## src/rtl/lcd_timing_pkg.sv

```systemverilog
// Shared timing defaults, widths, colours and the alignment-stage record for the LCD timing driver.
package lcd_timing_pkg;

    localparam int RGB_W = 24;
    localparam int POS_W = 12;

    localparam int H_SYNC_DEF   = 1;
    localparam int H_BACK_DEF   = 46;
    localparam int H_DISP_DEF   = 800;
    localparam int H_FRONT_DEF  = 210;
    localparam int V_SYNC_DEF   = 1;
    localparam int V_BACK_DEF   = 23;
    localparam int V_DISP_DEF   = 480;
    localparam int V_FRONT_DEF  = 22;
    localparam int DATA_LAT_DEF = 1;

    localparam logic [RGB_W-1:0] BLACK = 24'h000000;
    localparam logic [RGB_W-1:0] WHITE = 24'hFFFFFF;

    typedef enum logic [1:0] {
        SEG_SYNC,
        SEG_BACK,
        SEG_DISP,
        SEG_FRONT
    } seg_t;

    // Per-pixel flags carried alongside the pixel until its data arrives.
    typedef struct packed {
        logic hs_n;
        logic vs_n;
        logic de;
        logic fs;
        logic border;
    } align_t;

    localparam align_t ALIGN_IDLE = '{hs_n: 1'b1, vs_n: 1'b1, de: 1'b0, fs: 1'b0, border: 1'b0};

    function automatic seg_t seg_of(input logic [POS_W-1:0] cnt, input int sync_w,
                                    input int back_w, input int disp_w);
        int c;
        c = int'(cnt);
        if (c < sync_w)
            return SEG_SYNC;
        else if (c < sync_w + back_w)
            return SEG_BACK;
        else if (c < sync_w + back_w + disp_w)
            return SEG_DISP;
        else
            return SEG_FRONT;
    endfunction

endpackage

```

## src/rtl/lcd_sync_counter.sv

```systemverilog
// Horizontal/vertical raster counters with raw (unaligned) sync, active flag and x/y decode.
module lcd_sync_counter
    import lcd_timing_pkg::*;
#(
    parameter int H_SYNC  = H_SYNC_DEF,
    parameter int H_BACK  = H_BACK_DEF,
    parameter int H_DISP  = H_DISP_DEF,
    parameter int H_FRONT = H_FRONT_DEF,
    parameter int V_SYNC  = V_SYNC_DEF,
    parameter int V_BACK  = V_BACK_DEF,
    parameter int V_DISP  = V_DISP_DEF,
    parameter int V_FRONT = V_FRONT_DEF
) (
    input  logic             clk,
    input  logic             rst_n,
    output logic             raw_hs_n,
    output logic             raw_vs_n,
    output logic             raw_de,
    output logic [POS_W-1:0] raw_x,
    output logic [POS_W-1:0] raw_y
);

    localparam int H_TOTAL = H_SYNC + H_BACK + H_DISP + H_FRONT;
    localparam int V_TOTAL = V_SYNC + V_BACK + V_DISP + V_FRONT;
    localparam int H_OFF   = H_SYNC + H_BACK;
    localparam int V_OFF   = V_SYNC + V_BACK;

    logic [POS_W-1:0] h_cnt_reg;
    logic [POS_W-1:0] v_cnt_reg;
    logic             h_last;
    logic             v_last;
    seg_t             h_seg;
    seg_t             v_seg;

    assign h_last = (h_cnt_reg == POS_W'(H_TOTAL - 1));
    assign v_last = (v_cnt_reg == POS_W'(V_TOTAL - 1));

    always_ff @(posedge clk or negedge rst_n) begin
        if (!rst_n) begin
            h_cnt_reg <= '0;
            v_cnt_reg <= '0;
        end else if (h_last) begin
            h_cnt_reg <= '0;
            v_cnt_reg <= v_last ? '0 : v_cnt_reg + 1'b1;
        end else begin
            h_cnt_reg <= h_cnt_reg + 1'b1;
        end
    end

    always_comb begin
        h_seg    = seg_of(h_cnt_reg, H_SYNC, H_BACK, H_DISP);
        v_seg    = seg_of(v_cnt_reg, V_SYNC, V_BACK, V_DISP);
        raw_hs_n = (h_seg != SEG_SYNC);
        raw_vs_n = (v_seg != SEG_SYNC);
        raw_de   = (h_seg == SEG_DISP) && (v_seg == SEG_DISP);
        raw_x    = '0;
        raw_y    = '0;
        if (raw_de) begin
            raw_x = h_cnt_reg - POS_W'(H_OFF);
            raw_y = v_cnt_reg - POS_W'(V_OFF);
        end
    end

endmodule

```

## src/rtl/lcd_timing_driver.sv

```systemverilog
// Raster timing master: pixel requests, latency-matched sync/DE pipeline and RGB capture.
// Optional feature macro LCD_BORDER_EN forces a white one-pixel frame around the active area.
module lcd_timing_driver
    import lcd_timing_pkg::*;
#(
    parameter int H_SYNC   = H_SYNC_DEF,
    parameter int H_BACK   = H_BACK_DEF,
    parameter int H_DISP   = H_DISP_DEF,
    parameter int H_FRONT  = H_FRONT_DEF,
    parameter int V_SYNC   = V_SYNC_DEF,
    parameter int V_BACK   = V_BACK_DEF,
    parameter int V_DISP   = V_DISP_DEF,
    parameter int V_FRONT  = V_FRONT_DEF,
    parameter int DATA_LAT = DATA_LAT_DEF
) (
    input  logic             clk,
    input  logic             rst_n,
    input  logic [RGB_W-1:0] lcd_data_in,
    output logic             lcd_request,
    output logic [POS_W-1:0] lcd_xpos,
    output logic [POS_W-1:0] lcd_ypos,
    output logic             lcd_hs,
    output logic             lcd_vs,
    output logic             lcd_de,
    output logic [RGB_W-1:0] lcd_rgb,
    output logic             frame_start
);

    if (H_SYNC + H_BACK + H_DISP + H_FRONT > (1 << POS_W)) begin : g_h_total_err
        $error("lcd_timing_driver: horizontal total exceeds position width");
    end
    if (V_SYNC + V_BACK + V_DISP + V_FRONT > (1 << POS_W)) begin : g_v_total_err
        $error("lcd_timing_driver: vertical total exceeds position width");
    end
    if (DATA_LAT < 1 || DATA_LAT > 4 || H_BACK < DATA_LAT) begin : g_lat_err
        $error("lcd_timing_driver: DATA_LAT out of range");
    end

    logic             raw_hs_n;
    logic             raw_vs_n;
    logic             raw_de;
    logic [POS_W-1:0] raw_x;
    logic [POS_W-1:0] raw_y;

    lcd_sync_counter #(
        .H_SYNC  (H_SYNC),
        .H_BACK  (H_BACK),
        .H_DISP  (H_DISP),
        .H_FRONT (H_FRONT),
        .V_SYNC  (V_SYNC),
        .V_BACK  (V_BACK),
        .V_DISP  (V_DISP),
        .V_FRONT (V_FRONT)
    ) u_sync_counter (
        .clk      (clk),
        .rst_n    (rst_n),
        .raw_hs_n (raw_hs_n),
        .raw_vs_n (raw_vs_n),
        .raw_de   (raw_de),
        .raw_x    (raw_x),
        .raw_y    (raw_y)
    );

    logic             req_reg;
    logic [POS_W-1:0] xpos_reg;
    logic [POS_W-1:0] ypos_reg;
    align_t           req_stage_reg;
    align_t           req_stage_next;

    always_comb begin
        req_stage_next        = ALIGN_IDLE;
        req_stage_next.hs_n   = raw_hs_n;
        req_stage_next.vs_n   = raw_vs_n;
        req_stage_next.de     = raw_de;
        req_stage_next.fs     = raw_de && (raw_x == '0) && (raw_y == '0);
`ifdef LCD_BORDER_EN
        req_stage_next.border = raw_de && ((raw_x == '0) || (raw_x == POS_W'(H_DISP - 1)) ||
                                           (raw_y == '0) || (raw_y == POS_W'(V_DISP - 1)));
`else
        req_stage_next.border = 1'b0;
`endif
    end

    // The request stage carries the sync flags too, so every panel signal sees the same delay.
    always_ff @(posedge clk or negedge rst_n) begin
        if (!rst_n) begin
            req_reg       <= 1'b0;
            xpos_reg      <= '0;
            ypos_reg      <= '0;
            req_stage_reg <= ALIGN_IDLE;
        end else begin
            req_reg       <= raw_de;
            xpos_reg      <= raw_x;
            ypos_reg      <= raw_y;
            req_stage_reg <= req_stage_next;
        end
    end

    for (genvar gi = 0; gi <= DATA_LAT; gi++) begin : g_align
        align_t stage_reg;
        if (gi == 0) begin : g_head
            always_ff @(posedge clk or negedge rst_n) begin
                if (!rst_n)
                    stage_reg <= ALIGN_IDLE;
                else
                    stage_reg <= req_stage_reg;
            end
        end else begin : g_tail
            always_ff @(posedge clk or negedge rst_n) begin
                if (!rst_n)
                    stage_reg <= ALIGN_IDLE;
                else
                    stage_reg <= g_align[gi-1].stage_reg;
            end
        end
    end

    // load_stage describes the pixel whose data is on lcd_data_in this cycle.
    align_t           load_stage;
    align_t           out_stage;
    logic [RGB_W-1:0] rgb_reg;
    logic [RGB_W-1:0] rgb_next;

    assign load_stage = g_align[DATA_LAT-1].stage_reg;
    assign out_stage  = g_align[DATA_LAT].stage_reg;

    always_comb begin
        rgb_next = BLACK;
        if (load_stage.de)
            rgb_next = load_stage.border ? WHITE : lcd_data_in;
    end

    always_ff @(posedge clk or negedge rst_n) begin
        if (!rst_n)
            rgb_reg <= BLACK;
        else
            rgb_reg <= rgb_next;
    end

    assign lcd_request = req_reg;
    assign lcd_xpos    = xpos_reg;
    assign lcd_ypos    = ypos_reg;
    assign lcd_hs      = out_stage.hs_n;
    assign lcd_vs      = out_stage.vs_n;
    assign lcd_de      = out_stage.de;
    assign frame_start = out_stage.fs;
    assign lcd_rgb     = rgb_reg;

endmodule
```

## config.mk

```make
export PLATFORM = sky130hd
export DESIGN_NAME = lcd_timing_driver
export DESIGN_NICKNAME = d
export VERILOG_FILES = /design/src/rtl/lcd_timing_pkg.sv /design/src/rtl/lcd_sync_counter.sv /design/src/rtl/lcd_timing_driver.sv
export SDC_FILE = /design/constraint.sdc
export NUM_CORES = 1
export LEC_CHECK = 0
export ABC_AREA = 1
export BUFFER_PORTS_ARGS = -buffer_cell sky130_fd_sc_hd__clkbuf_2
export CORE_MARGIN = 2
export CORE_UTILIZATION = 38
export CTS_BUF_LIST = sky130_fd_sc_hd__clkbuf_4
export CTS_CLUSTER_DIAMETER = 100
export CTS_CLUSTER_SIZE = 24
export DETAILED_ROUTE_END_ITERATION = 8
export GPL_ROUTABILITY_DRIVEN = 0
export SLEW_MARGIN = 20
export SYNTH_ARGS = -nofsm -noshare
export SYNTH_HDL_FRONTEND = slang
export SYNTH_SLANG_ARGS = --single-unit
```

## constraint.sdc

```tcl
create_clock -name clk -period 2.48 [get_ports clk]
set_input_delay 0 -clock clk [delete_from_list [all_inputs] [get_ports clk]]
set_output_delay 0 -clock clk [all_outputs]
set_load 0.05 [all_outputs]
```

==> results.cfg, run 1 <==
[detailed_routing]
vias = 2980
ant_nets = 0
post_drt_wl_per_cell_um = 12.09
drc = 0
via_per_inst = 4.488
wirelength_mm = 8.031
drt_pass1_iterations = 4
drtIter0Drc = 126

[run]
drv_cap = 0

[finish]
syn2layout_area_growth_pct = 24.47
regArea_sq_um = 2110
largest_reg_flops = 24
finalNonFillerCells = 664
layout-drive-gt1-share_pct = 22.85
multi_input_area_sq_um = 1222
fillers = 886
fin_nets = 561

[yosys]
synth_top_area_share_pct = 52.88
yosysWarnings = 0
synthDistinctLibCells = 31
synth_top_area_cell = dfrtp_1
async_flop_share_pct = 100.0
syn_inst = 421
synth.area.top_cells = dfrtp_1 53%, nand2_1 9.6%, inv_1 7.7%
synthFlopType = dfrtp_1
syn-cell-area_sq_um = 3691
netlist_top_cells_count = 94 x nand2_1, 78 x dfrtp_1, 76 x inv_1, 48 x nor2_1, 22 x nand3_1
synth_edf_count = 0
syn-mean-instance-area_sq_um = 8.767
ys_seq_area_share_pct = 57.15
synth_seq_cells = 84
synth.most_common_cell = nand2_1

[clocking]
cts-root-buf = clkbuf_4
cts_setup_buffers = 0
cts_tree = built
cts_made_buffers = 9
clk_latency_ps = 440
clock_path_buffers = 2
clkTransAtPathRegs_ps = 150
cts_sinks = 84
cts_resized = 0
cts_htree_levels = 3

[timing]
hold_viol = 0
rsz0062_at_grt = false
setup_violations = 0
timing.fmax_mhz = 491.3
worstMarginPinSlew_ps = 728.5
fin_crit_sh_pct = 82.07
slew_headroom_pct = 51.43
drv_slew = 0
fin_crit_ps = 2035
fin_tns_setup_ps = 0
finClkSkew_ps = 12.88

[pwr]
p_leak_uw = 0.002721
ir_drop_v = 0.0001790
finalPower_uw = 2189
power.density_nw_per_um2 = 476.3

[floorplanning]
core_area_sq_um = 9328
die_h_um = 102.6
die_w_um = 102.6
rows = 35
start_util_pct = 39.57
die_area_sq_um = 10520
io_pins = 79

[critical_path]
rr_worst_depth = 12
cp.required_ps = 2840
worstSetupEndpointType = flop
endpoint = req_stage_reg[1]
worst_setup_path_start_kind = flop
ff2ff_setup_slack_ps = 440
crit_type = reg2reg
crit_fanout = 13
rr_startpoint = u_sync_counter.h_cnt_reg[0]
cp_data_arrival_time_ps = 2390
crit_start = u_sync_counter.h_cnt_reg[0]
r2r-end = req_stage_reg[1]

[grt]
grt-ovfl-total = 0
grt_pass1_wl_mm = 12.89
grt_pass1_vias = 2858
antenna_found_initial = 0
grt_max_degree = 85
grt_util_all_layers_pct = 15.80

[hold_path]
hold_path_class = in2async

[place]
dp_cells = 622
dp_hpwl_mm = 5.580
numPortBuffers = 78

[status]
status = finished, final reports clean
-- placed cells by master (no fill, tap or decap), types with 2 or more instances in the layout --
cell type,netlist,layout
nand2_2,2,2
dlygate4sd3_1,0,25
clkbuf_2,1,77
clkbuf_4,0,9
nor2_4,3,3
nor2_1,48,48
nand3_1,22,22
ha_1,6,6
o21ai_0,12,12
conb_1,1,2
nand3_2,4,4
nor3_2,2,2
nor3_1,10,10
nor3b_1,2,2
inv_6,0,3
o21ai_1,4,4
clkinvlp_4,0,2
inv_1,76,76
dfrtp_1,78,78
inv_2,8,8
nand4_1,7,7
xor2_1,11,11
dfstp_2,6,6
nand2_1,94,94
a21oi_1,10,10
-- worst max-delay path, stage by stage, from the launching register on --
cell	delay, ps
dfrtp_1	420
ha_1	230
nand2_1	70
nor2_1	180
nand2_1	150
nand3_2	100
nand3_2	80
nor2_4	290
o21ai_0	190
nand3_1	100
inv_1	40
nand2_1	70
nor2_1	40
-- stage by stage --
stage	util, %	worst slack, ps	area [sq um]	hold WS, ps
after CTS	49.19	440.3	4588	250.9
after global placement	45.16	491.8	4213	189.4
after detailed placement	45.16	437.5	4213	191.0
after global routing	49.23	238.9	4592	220.2
after floorplan	-	839.3	3695	-295.6
final	49.26	444.7	4594	166.8
-- metal layers --
metal  part of all wire, %  up-vias  GRT usage [%]
met4                   1.4        0          5.026
met5                     0        -              0
met3                   7.3        8          4.542
li1                      -     1496              -
met1                    45     1370          19.08
met2                    46      106          27.30
-- report_power, final --
| part | total (uW) | switching [uW] | internal, uW |
|---|---|---|---|
| Clock | 732 | 511 | 221 |
| Sequential | 1370 | 0.323 | 1370 |
| Combinational | 84.2 | 43.0 | 41.2 |
-- cell type report --
| class | instances | area share, % |
|---|---|---|
| Multi-Input combinational cell | 245 | 26.61 |
| Tap cell | 129 | 3.513 |
| Inverter | 85 | 6.944 |
| Timing Repair Buffer | 104 | 14.24 |
| Sequential cell | 84 | 45.91 |
| Antenna cell | 1 | 0.05447 |
| Clock buffer | 9 | 1.471 |
| Clock inverter | 7 | 1.253 |
-- worst min path at each step --
stage / start / end
6_report: rst_n / lcd_rgb[18]
5_1_grt: rst_n / lcd_rgb[18]
4_1_cts: lcd_data_in[10] / lcd_rgb[10]
3_5_place_dp: lcd_data_in[12] / lcd_rgb[12]
3_3_place_gp: lcd_data_in[4] / lcd_rgb[4]
2_1_floorplan: rst_n / frame_start
-- what timing repair did --
item	CTS	global route
hold endpoints to repair	102	0
setup endpoints to repair	0	0
hold buffers	25	0
-- logic make-up (layout without fill, tap and decap cells) --
family | after synthesis | after routing | share of synthesized area [%]
AOI/OAI and AO/OA | 29 | 29 | 4.238
xor gates and xnor gates | 11 | 11 | 2.610
adders and majority gates | 6 | 6 | 2.034
buffers and inverters | 93 | 205 | 9.830
DFF | 84 | 84 | 57.15
other | 1 | 3 | 0.1016
and+or+nand+nor | 197 | 197 | 24.03
(Power assumes the default switching activity.)
==> run 2: changes to the inputs <==
==> constraint.sdc (replaced) <==
create_clock -name clk -period 1.9 [get_ports clk]
set_input_delay 0 -clock clk [delete_from_list [all_inputs] [get_ports clk]]
set_output_delay 0 -clock clk [all_outputs]
set_load 0.05 [all_outputs]
==> results.cfg, run 2 (synthesized netlist as in run 1, its figures left out) <==
[critical_path]
crit_chain = ha_4 > nand2_1 > nor2_2 > nand2_2 > nand3_2 > nand3_2 > nor2_4 > buf_4 > o21ai_0 > nand2_1 > nor2_2 > nand2_1 > nor2_1
cp_data_arrival_time_ps = 2100
rr_worst_depth = 13
worst_setup_path_start_kind = flop
cpMostUsedCell = nand2_1
worstSetupEndpointType = flop
crit_fanout = 4
crit_path_max_incr_delay_ps = 470
cp.required_ps = 2240
cp_slowest_cell = dfrtp_1
crit_type = reg2reg

[pwr]
combPwrFrac_pct = 4.0
p_clk_share_pct = 33.7
power.density_nw_per_um2 = 604.9
p_switching_uw = 736.2
p_leak_uw = 0.002791
cell_internal_pwr_uw = 2138
switching_share_pct = 25.62
finalPower_uw = 2874
ir_drop_v = 0.0002772
seqPwrFrac_pct = 62.3

[floorplanning]
start_util_pct = 39.57
rows = 35
die_w_um = 102.6
die_h_um = 102.6
io_pins = 79
core_area_sq_um = 9328
die_area_sq_um = 10520

[finish]
layout-drive-gt1-share_pct = 27.71
final_common_cell = nand2_1
mostFrequentLayoutCells = 91 x nand2_1, 77 x clkbuf_2, 74 x inv_1, 72 x dfrtp_1, 44 x nor2_1
fin_nets = 572
syn2layout_area_growth_pct = 28.71
fillers = 859
largest_reg_flops = 24

[clocking]
cts-root-buf = clkbuf_4
cts_sinks = 84
cts_htree_levels = 3
clkTransAtPathRegs_ps = 150
cts_tree = built
clk_latency_ps = 440
cts_made_buffers = 9
clock_path_buffers = 2

[detailed_routing]
post_drt_wl_per_cell_um = 12.34
drc = 0
via_per_inst = 4.496
drtIter0Drc = 152
drt_pass1_iterations = 4
wirelength_mm = 8.328
vias = 3035
ant_nets = 0

[timing]
worstMarginPinSlew_ps = 742.9
setup_violations = 0
hold_viol = 0
drv_slew = 0
fin_tns_setup_ps = 0
finClkSkew_ps = 23.62
fin_crit_ps = 1759
timing.fmax_mhz = 568.4
slew_headroom_pct = 50.47
fin_crit_sh_pct = 92.59

[grt]
grt_pass1_vias = 2883
grt_max_degree = 46
grt-ovfl-total = 0
grt_util_all_layers_pct = 16.20
antenna_found_initial = 0
grt_pass1_wl_mm = 13.23

[hold_path]
hold_path_class = in2async

[place]
dp_hpwl_mm = 5.792
numPortBuffers = 78

[run]
drv_cap = 0

[status]
status = finished, final reports clean
==> run 2: cell types whose count changed in the layout (fill, tap and decap cells not counted), sizes merged <==
cell,before,now
buf,2,13
==> run 2: per-stage QoR <==
| stage | instances | cell area [sq um] | hold WS (ps) | worst slack (ps) | utilization (%) |
|---|---|---|---|---|---|
| detailed placement | 630 | 4285 | 33.27 | 35.59 | 45.94 |
| finish | 675 | 4751 | 88.35 | 140.8 | 50.93 |
| CTS | 673 | 4688 | 90.25 | 75.38 | 50.26 |
| global placement | 630 | 4285 | 27.01 | 126.0 | 45.94 |
| floorplan | 422 | 3695 | -295.6 | 259.3 | - |
| global route | 674 | 4748 | 132.6 | -3.483 | 50.91 |
==> run 2: metal layers <==
metal	share of wire, %	GRT usage (%)	up-vias	wire [um]
li1	-	-	1515	-
met1	45	21.14	1403	3736
met2	46	26.34	105	3807
met3	7.5	4.068	12	627
met4	1.9	5.744	0	156
met5	0	0	-	0
==> run 2: what timing repair did <==
action,in CTS,in global routing
hold endpoints to repair,88,0
resized for setup,0,22
setup endpoints to repair,1,13
pin swaps,1,3
setup buffers,2,1
hold buffers,25,0
==> run 2: worst paths after layout <==
path,end,from,slack [ps]
min in group clk,lcd_rgb[7],lcd_data_in[7],290
min reg2reg,g_align[0].stage_reg[3],req_stage_reg[3],370
max,req_stage_reg[1],u_sync_counter.h_cnt_reg[0],140
min,u_sync_counter.h_cnt_reg[6],rst_n,90
max reg2reg,req_stage_reg[1],u_sync_counter.h_cnt_reg[0],140
max in group asynchronous,g_align[0].stage_reg[3],rst_n,1130
==> run 2: power by group through the flow <==
stage,sequential (uW),clock [uW],combinational (uW)
2_1_floorplan,1830,0,0.343
3_3_place_gp,1820,0,75.6
3_5_place_dp,1820,0,76.2
4_1_cts,1790,1000,117
5_1_grt,1790,1070,128
6_report,1790,968,115
==> run 2: worst max-delay path, delay by kind of cell (launching register included) <==
family	cells	cell delay (ps)
and+or+nand+nor	10	820
AOI/OAI and AO/OA	1	80
adders and majority gates	1	180
buffers and inverters	1	140
DFF	1	470
==> run 2: final cells by class <==
class	instances	area, sq um	area share [%]
Antenna cell	1	2.502	0.05267
Clock buffer	9	67.56	1.422
Clock inverter	7	57.56	1.211
Inverter	85	319.1	6.716
Multi-Input combinational cell	245	1267	26.68
Sequential cell	84	2117	44.56
Tap cell	129	161.4	3.397
Timing Repair Buffer	115	758.2	15.96
